### src/rtl/mul_share_pkg.sv
// Shared constants and helpers for the shared-multiplier scheduler.
// Imported by mul_share_rr_pick and mul_share_sched.
package mul_share_pkg;

    localparam int DATA_W  = 16;
    localparam int MAX_REQ = 8;

    function automatic int clog2(input int v);
        int r;
        r = 0;
        while ((1 << r) < v) r++;
        return r;
    endfunction

endpackage

### src/rtl/mul_share_rr_pick.sv
// Rotate-priority picker: first set bit at or above ptr_i, wrapping.
// Produces a one-hot grant, its binary index and an any-grant flag.
module mul_share_rr_pick
    import mul_share_pkg::*;
#(
    parameter int N_REQ = 4,
    parameter int ID_W  = 2
) (
    input  logic [N_REQ-1:0] req_i,
    input  logic [ID_W-1:0]  ptr_i,
    output logic [N_REQ-1:0] gnt_o,
    output logic [ID_W-1:0]  idx_o,
    output logic             any_o
);

    int   pos;
    logic found;

    // Scan N_REQ positions starting at ptr_i, keep the first requester.
    always_comb begin
        gnt_o = '0;
        idx_o = '0;
        found = 1'b0;
        pos   = 0;
        for (int k = 0; k < N_REQ; k++) begin
            pos = int'(ptr_i) + k;
            if (pos >= N_REQ) pos = pos - N_REQ;
            if (!found && req_i[pos]) begin
                found      = 1'b1;
                gnt_o[pos] = 1'b1;
                idx_o      = ID_W'(pos);
            end
        end
        any_o = found;
    end

endmodule

### src/rtl/mul_share_sched.sv
// Time-shares one pipelined signed 16x16 multiplier among N_REQ requesters.
// MUL_SHARE_SCHED_STRICT_PRIO_EN: fixed priority (index 0 wins), no rr pointer.
module mul_share_sched
    import mul_share_pkg::*;
#(
    parameter int N_REQ   = 4,
    parameter int LATENCY = 3,
    parameter int ID_W    = clog2(N_REQ)
) (
    input  logic                      clk,
    input  logic                      reset,
    input  logic [N_REQ-1:0]          req_valid,
    output logic [N_REQ-1:0]          req_ready,
    input  logic [DATA_W*N_REQ-1:0]   req_a,
    input  logic [DATA_W*N_REQ-1:0]   req_b,
    output logic                      mul_ce,
    output logic [DATA_W-1:0]         mul_din0,
    output logic [DATA_W-1:0]         mul_din1,
    input  logic [DATA_W-1:0]         mul_dout,
    output logic                      out_valid,
    input  logic                      out_ready,
    output logic [DATA_W-1:0]         out_data,
    output logic [ID_W-1:0]           out_id,
    output logic                      busy
);

    logic [LATENCY-1:0] vld_q, vld_d;
    logic [ID_W-1:0]    id_q [LATENCY];
    logic [ID_W-1:0]    id_d [LATENCY];
    logic [N_REQ-1:0]   gnt;
    logic [ID_W-1:0]    idx;
    logic [ID_W-1:0]    ptr;
    logic               any;
    logic               stall;

    assign stall  = vld_q[LATENCY-1] & ~out_ready;
    assign mul_ce = ~stall & ~reset;

    mul_share_rr_pick #(
        .N_REQ (N_REQ),
        .ID_W  (ID_W)
    ) u_pick (
        .req_i (req_valid & {N_REQ{mul_ce}}),
        .ptr_i (ptr),
        .gnt_o (gnt),
        .idx_o (idx),
        .any_o (any)
    );

    assign req_ready = gnt;

`ifdef MUL_SHARE_SCHED_STRICT_PRIO_EN
    assign ptr = '0;
`else
    logic [ID_W-1:0] rr_q, rr_d;

    // Advance the pointer just past the requester that transferred.
    always_comb begin
        rr_d = rr_q;
        if (any) begin
            rr_d = (idx == ID_W'(N_REQ - 1)) ? '0 : idx + ID_W'(1);
        end
    end

    // Round-robin pointer register.
    always_ff @(posedge clk) begin
        if (reset) rr_q <= '0;
        else       rr_q <= rr_d;
    end

    assign ptr = rr_q;
`endif

    // Route the granted requester's operands; zero when idle.
    always_comb begin
        mul_din0 = '0;
        mul_din1 = '0;
        for (int i = 0; i < N_REQ; i++) begin
            if (gnt[i]) begin
                mul_din0 = req_a[i*DATA_W +: DATA_W];
                mul_din1 = req_b[i*DATA_W +: DATA_W];
            end
        end
    end

    // Tag pipeline shifts in lockstep with the multiplier's ce.
    always_comb begin
        vld_d = vld_q;
        id_d  = id_q;
        if (mul_ce) begin
            vld_d[0] = any;
            id_d[0]  = idx;
            for (int s = 1; s < LATENCY; s++) begin
                vld_d[s] = vld_q[s-1];
                id_d[s]  = id_q[s-1];
            end
        end
    end

    // Tag pipeline registers; reset drops everything in flight.
    always_ff @(posedge clk) begin
        if (reset) begin
            vld_q <= '0;
            id_q  <= '{default: '0};
        end else begin
            vld_q <= vld_d;
            id_q  <= id_d;
        end
    end

    assign out_valid = vld_q[LATENCY-1] & ~reset;
    assign out_id    = reset ? '0 : id_q[LATENCY-1];
    assign out_data  = mul_dout;
    assign busy      = (|vld_q) & ~reset;

endmodule

### config.mk
export PLATFORM = sky130hd
export DESIGN_NAME = mul_share_sched
export DESIGN_NICKNAME = d
export VERILOG_FILES = /design/src/rtl/mul_share_pkg.sv /design/src/rtl/mul_share_rr_pick.sv /design/src/rtl/mul_share_sched.sv
export SDC_FILE = /design/constraint.sdc
export NUM_CORES = 1
export LEC_CHECK = 0
export BUFFER_PORTS_ARGS = -buffer_cell sky130_fd_sc_hd__buf_2
export CAP_MARGIN = 20
export CORE_AREA = 2 2 81 83
export DETAILED_ROUTE_END_ITERATION = 8
export DIE_AREA = 0 0 83 85
export PLACE_DENSITY = 0.91
export SLEW_MARGIN = 20
export SYNTH_ARGS = -nofsm -noshare
export SYNTH_HDL_FRONTEND = slang
export SYNTH_SLANG_ARGS = --single-unit
### constraint.sdc
create_clock -name clk -period 6.65 [get_ports clk]
set_input_delay 0.3325 -clock clk [delete_from_list [all_inputs] [get_ports clk]]
set_output_delay 0.3325 -clock clk [all_outputs]
set_load 0.01 [all_outputs]
**After elaboration in Yosys (flattened, before gate mapping)**

Cells that the tools add are included.

- ROM bits: 0
- Memories kept: 0
- Word-level logic and storage cells: 94
- RAM bits: 0
- Bits in registers: 11
- Input port bits: 151
- Latch bits: 0

- Shift-type cells: 0
- Bitwise gates (word level): 11
- Eq/ne operators: 1
- $lt $le $gt $ge: 12
- Div/mod/pow operators: 0
- Mux-type cells: 46
- Add/subtract/negate cells: 8
- Multipliers: 0
- Reduce and logical (&&, ||, !) cells: 11

Operators with widths:

| kind | count |
|---|---|
| greater-or-equal comparator 32 x 1 -> 1 bit, second input constant | 4 |
| < comparator 32 x 4 -> 1 bit, second input constant | 4 |
| two-way mux 16 bit | 8 |
| two-way mux 32 bit | 4 |
| greater-or-equal comparator 32 x 4 -> 1 bit, second input constant | 3 |
| subtractor 32 x 4 -> 32 bit, second input constant | 3 |
| two-way mux 1 bit | 16 |
| two-way mux 4 bit | 4 |
| two-way mux 2 bit | 6 |
| OR 4 bit | 3 |
| binary-select mux 1 bit (select 2 bit) | 4 |
| demux 1 bit (select 2 bit) | 4 |
| logical AND 1 bit | 7 |
| adder 2 x 2 -> 3 bit, second input constant | 2 |
| AND 1 bit | 4 |
| AND 4 bit | 1 |
| subtractor 2 x 3 -> 4 bit, second input constant | 1 |
| adder 2 x 1 -> 3 bit, second input constant | 1 |
| greater-or-equal comparator 2 x 3 -> 1 bit, second input constant | 1 |
| logical NOT 1 bit | 3 |
| inverter 1 bit | 3 |
| OR reduction 3 bit | 1 |
| adder 2 x 1 -> 2 bit, second input constant | 1 |
| == test 2 bit, second input constant | 1 |

**Longest topological paths before layout**

- Word-level depth: 22
- Gate-level depth with buffers: 12
- Gate-level depth less buffers: 8

**Cells and area by module**

From an unflattened synthesis, not the netlist that was laid out.

- Cell total of the unflattened synthesis: 235
- Area, all modules: 1791.7 µm²

By module, submodules not included:

| module | cells an instance | times used | area each (µm²) |
|---|---|---|---|
| mul_share_sched | 187 | 1 | 1331.3 |
| mul_share_rr_pick | 48 | 1 | 460.4 |

**Worst setup path after synthesis**

OpenSTA, ideal clock, no wires.

- Path kind: reg-to-output
- Start point: register rr_q[1] (netlist: ptr[1])
- End point: output port mul_din0[0]
- Slack: 3.170 ns
- Path buffers: 4
- Required time: 6.318 ns
- Arrival time: 3.147 ns
- Stages on the path, launching flop included: 13
- Cells stage by stage: dfxtp_1 -> clkbuf_1 -> inv_1 -> ha_1 -> buf_6 -> mux4_2 -> or3_4 -> a2111oi_2 -> a311o_1 -> buf_6 -> nor2_4 -> buf_6 -> a222oi_1

- Word-level cells in the longest chain between the ends: 19
- Elaborated cells on any way between the ends: 67

Ends and longest elaborated chain:

| item | line | text |
|---|---|---|
| from (decl) | mul_share_sched.sv:55 | `logic [ID_W-1:0] rr_q, rr_d;` |
| from (signal assigned) | mul_share_sched.sv:68 | `else rr_q <= rr_d;` |
| branches (longest 14 deep; another with subtractor 32 x 4 -> 32 bit) | -- |  |
| two-way mux 4 bit (*) | mul_share_rr_pick.sv:28 | `if (!found && req_i[pos]) begin` |
| two-way mux 16 bit (3 in a row) | mul_share_sched.sv:79 | `if (gnt[i]) begin` |
| two-way mux 16 bit (*) | mul_share_sched.sv:79 |  |
| to (decl) | mul_share_sched.sv:17 | `output logic [DATA_W-1:0] mul_din0,` |

Mark *: on every way between the ends. The select of a mux whose other input is x is not followed.

==> flow_metrics.py <==
metrics = {
    "status": {
        "status": "complete, no violations",
    },
    "sta": {
        "slew_headroom_pct": 27.7,
        "worst_slew_pin_slew_ns": 1.08,
        "clock_skew_ns": 0.00135,
        "fin_crit_sh_pct": 77.1,
        "rsz0062_at_grt": "no",
        "finalMaxSlewViolations": 0,
        "setup_viol_count_final": 0,
        "fmaxAchievable_ghz": 0.195,
        "timing.setup.tns_ns": 0,
        "hold_viol": 0,
        "period_minus_slack_ns": 5.13,
        "setup_ws_ns": 1.52,
    },
    "grt": {
        "grt_pass1_wl_um": 14400,
        "overflow": 0,
        "grt_usage_pct": 24.1,
        "antenna_found_initial": 2,
        "grt_pass1_vias": 3050,
        "grt_max_degree": 36,
    },
    "critical_path": {
        "max_stage_delay_ns": 0.76,
        "worstPathRequired_ns": 6.32,
        "cp_max_fo": 35,
        "path_class": "flip-flop to primary output",
        "cp-start-kind": "flip-flop",
        "worstPathArrival_ns": 4.79,
        "endpoint_kind": "primary output",
        "path_cells": "inv_1, ha_1, mux4_2, or3_4, a2111oi_2, a311o_2, nor2_4, a222oi_1, buf_2",
        "cp_slowest_cell": "dfxtp_1",
    },
    "power": {
        "p_per_area_nw_per_um2": 247,
        "p_comb_share_pct": 79.5,
        "p_sw_uw": 389,
        "clkPwrFrac_pct": 8.7,
        "power.leakage_nw": 1.81,
        "swShare_pct": 50.6,
        "p_seq_share_pct": 11.8,
        "max-vdd-ir-drop_v": 0.000163,
        "power_uw": 770,
        "intPower_uw": 381,
    },
    "finish": {
        "syn2layout_area_growth_pct": 28.2,
        "nNetsFinal": 647,
        "stdcell_area_um2": 3110,
        "drive_gt1_share_pct": 40.9,
        "final_util_pct": 50.2,
    },
    "logic_synthesis": {
        "synthesis.instances": 358,
        "ys_seq_elements": 11,
        "yosys_warnings": 0,
        "synth_most_common_cell": "inv_1",
        "synth_edf_count": 0,
        "syn_avg_cell_area_um2": 6.78,
        "ys_top_cells_by_area": "a31oi_1 (16%), inv_1 (16%), a222oi_1 (13%)",
        "yosysSeqAreaShare_pct": 9.07,
        "synth_fp_nets": 517,
        "synth_cell_type_count": 51,
        "synthArstFlopShare_pct": 0,
        "yosysTopAreaCellShare_pct": 16.5,
        "ys_top_cells_by_count": "inv_1 (105), a31oi_1 (64), a222oi_1 (32), buf_4 (18), buf_2 (13)",
        "post-synth-top-area-cell": "a31oi_1",
        "syn_area_um2": 2430,
        "synth_flop_cell": "dfxtp_1",
    },
    "die": {
        "io-pin-count": 208,
        "core_region_area_um2": 6200,
        "num_rows": 29,
        "start_util_pct": 39.1,
        "die_x_um": 83,
        "die_h_um": 85,
        "die_area_um2": 7060,
    },
    "detailed_routing": {
        "dr.pass1.iters": 8,
        "vias": 3266,
        "wl_per_cell_um": 16.3,
        "drcViolationCount": 0,
        "drt-initial-drc-count": 298,
        "postRouteAntennaNets": 0,
        "via_per_inst": 5.77,
        "routed_wl_um": 9210,
    },
    "placed_design": {
        "placed_area_um2": 3060,
        "gp_congestion": 0.929,
        "dpl.hpwl_um": 6750,
        "place_ws_ns": 1.86,
        "port_buffers": 175,
    },
    "clock_network": {
        "cts_sinks": 11,
        "root_buffer": "clkbuf_8",
        "numCtsBuffers": 3,
        "cts.clk_slew.worst_paths_ns": 0.05,
        "postCtsSetupBuffers": 0,
        "insertion_delay_ns": 0.24,
        "cts_resized": 0,
        "clockBufferDepth": 2,
        "cts_tree": "yes",
        "hold_buffers": 0,
        "h-tree-depth": 1,
    },
    "worst_hold_path": {
        "hp-class": "input pin to flip-flop",
    },
    "job": {
        "maxCapViolations": 0,
    },
}
critical path, delay by kind of cell, from the launching register on:
| kind | cells | cell delay [ns] |
|---|---|---|
| AOI/OAI and AO/OA | 3 | 1.47 |
| buffers and inverters | 2 | 0.51 |
| and+or+nand+nor | 2 | 0.69 |
| muxes | 1 | 0.57 |
| adders and majority gates | 1 | 0.54 |
| DFF | 1 | 0.76 |
worst paths after layout:
| check | start | to | slack, ns | depth (start not counted) |
|---|---|---|---|---|
| worst max-delay path | flip-flop | mul_din1[12] | 1.52 | 9 |
| worst min-delay path | reset | vld_q[2] | 0.42 | 2 |
| worst max register to register | flip-flop | ptr[1] | 3.49 | 8 |
| worst min register to register | id_q[3] | id_q[3] | 0.46 | 2 |
registers in the layout, indices dropped and copies added, names as in the netlist, named ones only:
signal  count
id_q        6
ptr         1
vld_q       3
final cells by class:
| type | instances | area [um2] |
|---|---|---|
| inverters | 105 | 394 |
| repair buffers | 177 | 891 |
| flip-flops and latches | 11 | 220 |
| fillers | 629 | 3090 |
| diodes | 2 | 5.00 |
| multi-input cells | 190 | 1460 |
| clock buffers | 4 | 45.0 |
| well taps | 77 | 96.3 |
routing by layer:
layer	GRT usage [%]	vias to the layer above	part of all wire, %
met5	0	-	0
met4	9.99	0	3.2
met3	3.70	29	8.3
met2	41.3	191	48
met1	30.2	1515	40
li1	-	1531	-
cell usage in the layout (no fill, tap or decap), types with 2 or more instances in the layout:
master | netlist | final
a2111oi_0 | 2 | 2
a21oi_1 | 8 | 8
a222oi_1 | 32 | 32
a31oi_1 | 64 | 64
a32o_1 | 3 | 3
and3_1 | 2 | 2
and3b_2 | 2 | 2
buf_2 | 13 | 175
buf_4 | 18 | 2
clkbuf_8 | 0 | 3
dfxtp_1 | 11 | 11
diode_2 | 0 | 2
ha_1 | 8 | 8
inv_1 | 105 | 105
mux2_2 | 2 | 2
mux2i_1 | 3 | 3
mux4_2 | 2 | 2
nand2_1 | 10 | 10
nor2_1 | 7 | 7
nor2b_1 | 3 | 3
nor3_1 | 6 | 6
nor3b_1 | 5 | 5
o211ai_1 | 2 | 2
o21ai_0 | 2 | 2
through the flow:
stage	hold WS [ns]	cells
after global placement	0.441	560
after global routing	0.462	564
after CTS	0.414	564
after detailed placement	0.453	560
after floorplan	0.429	358
final	0.425	566
cell families after synthesis:
| kind of cell | Yosys count | share of synthesized area [%] |
|---|---|---|
| compound gates | 128 | 40.2 |
| xor+xnor | 1 | 0.361 |
| fa+ha+maj | 8 | 4.12 |
| buf+inv | 157 | 30.8 |
| flops | 11 | 9.07 |
| mux | 7 | 4.02 |
| simple gates | 46 | 11.4 |
power groups by stage:
stage	combinational, mW	clock, mW	sequential [mW]
final	0.612	0.0669	0.0912
after global routing	0.665	0.0719	0.0938
after CTS	0.608	0.0687	0.0914
after detailed placement	0.605	0	0.0924
after global placement	0.596	0	0.0915
after floorplan	0.449	0	0.0818
(Power assumes the default switching activity.)
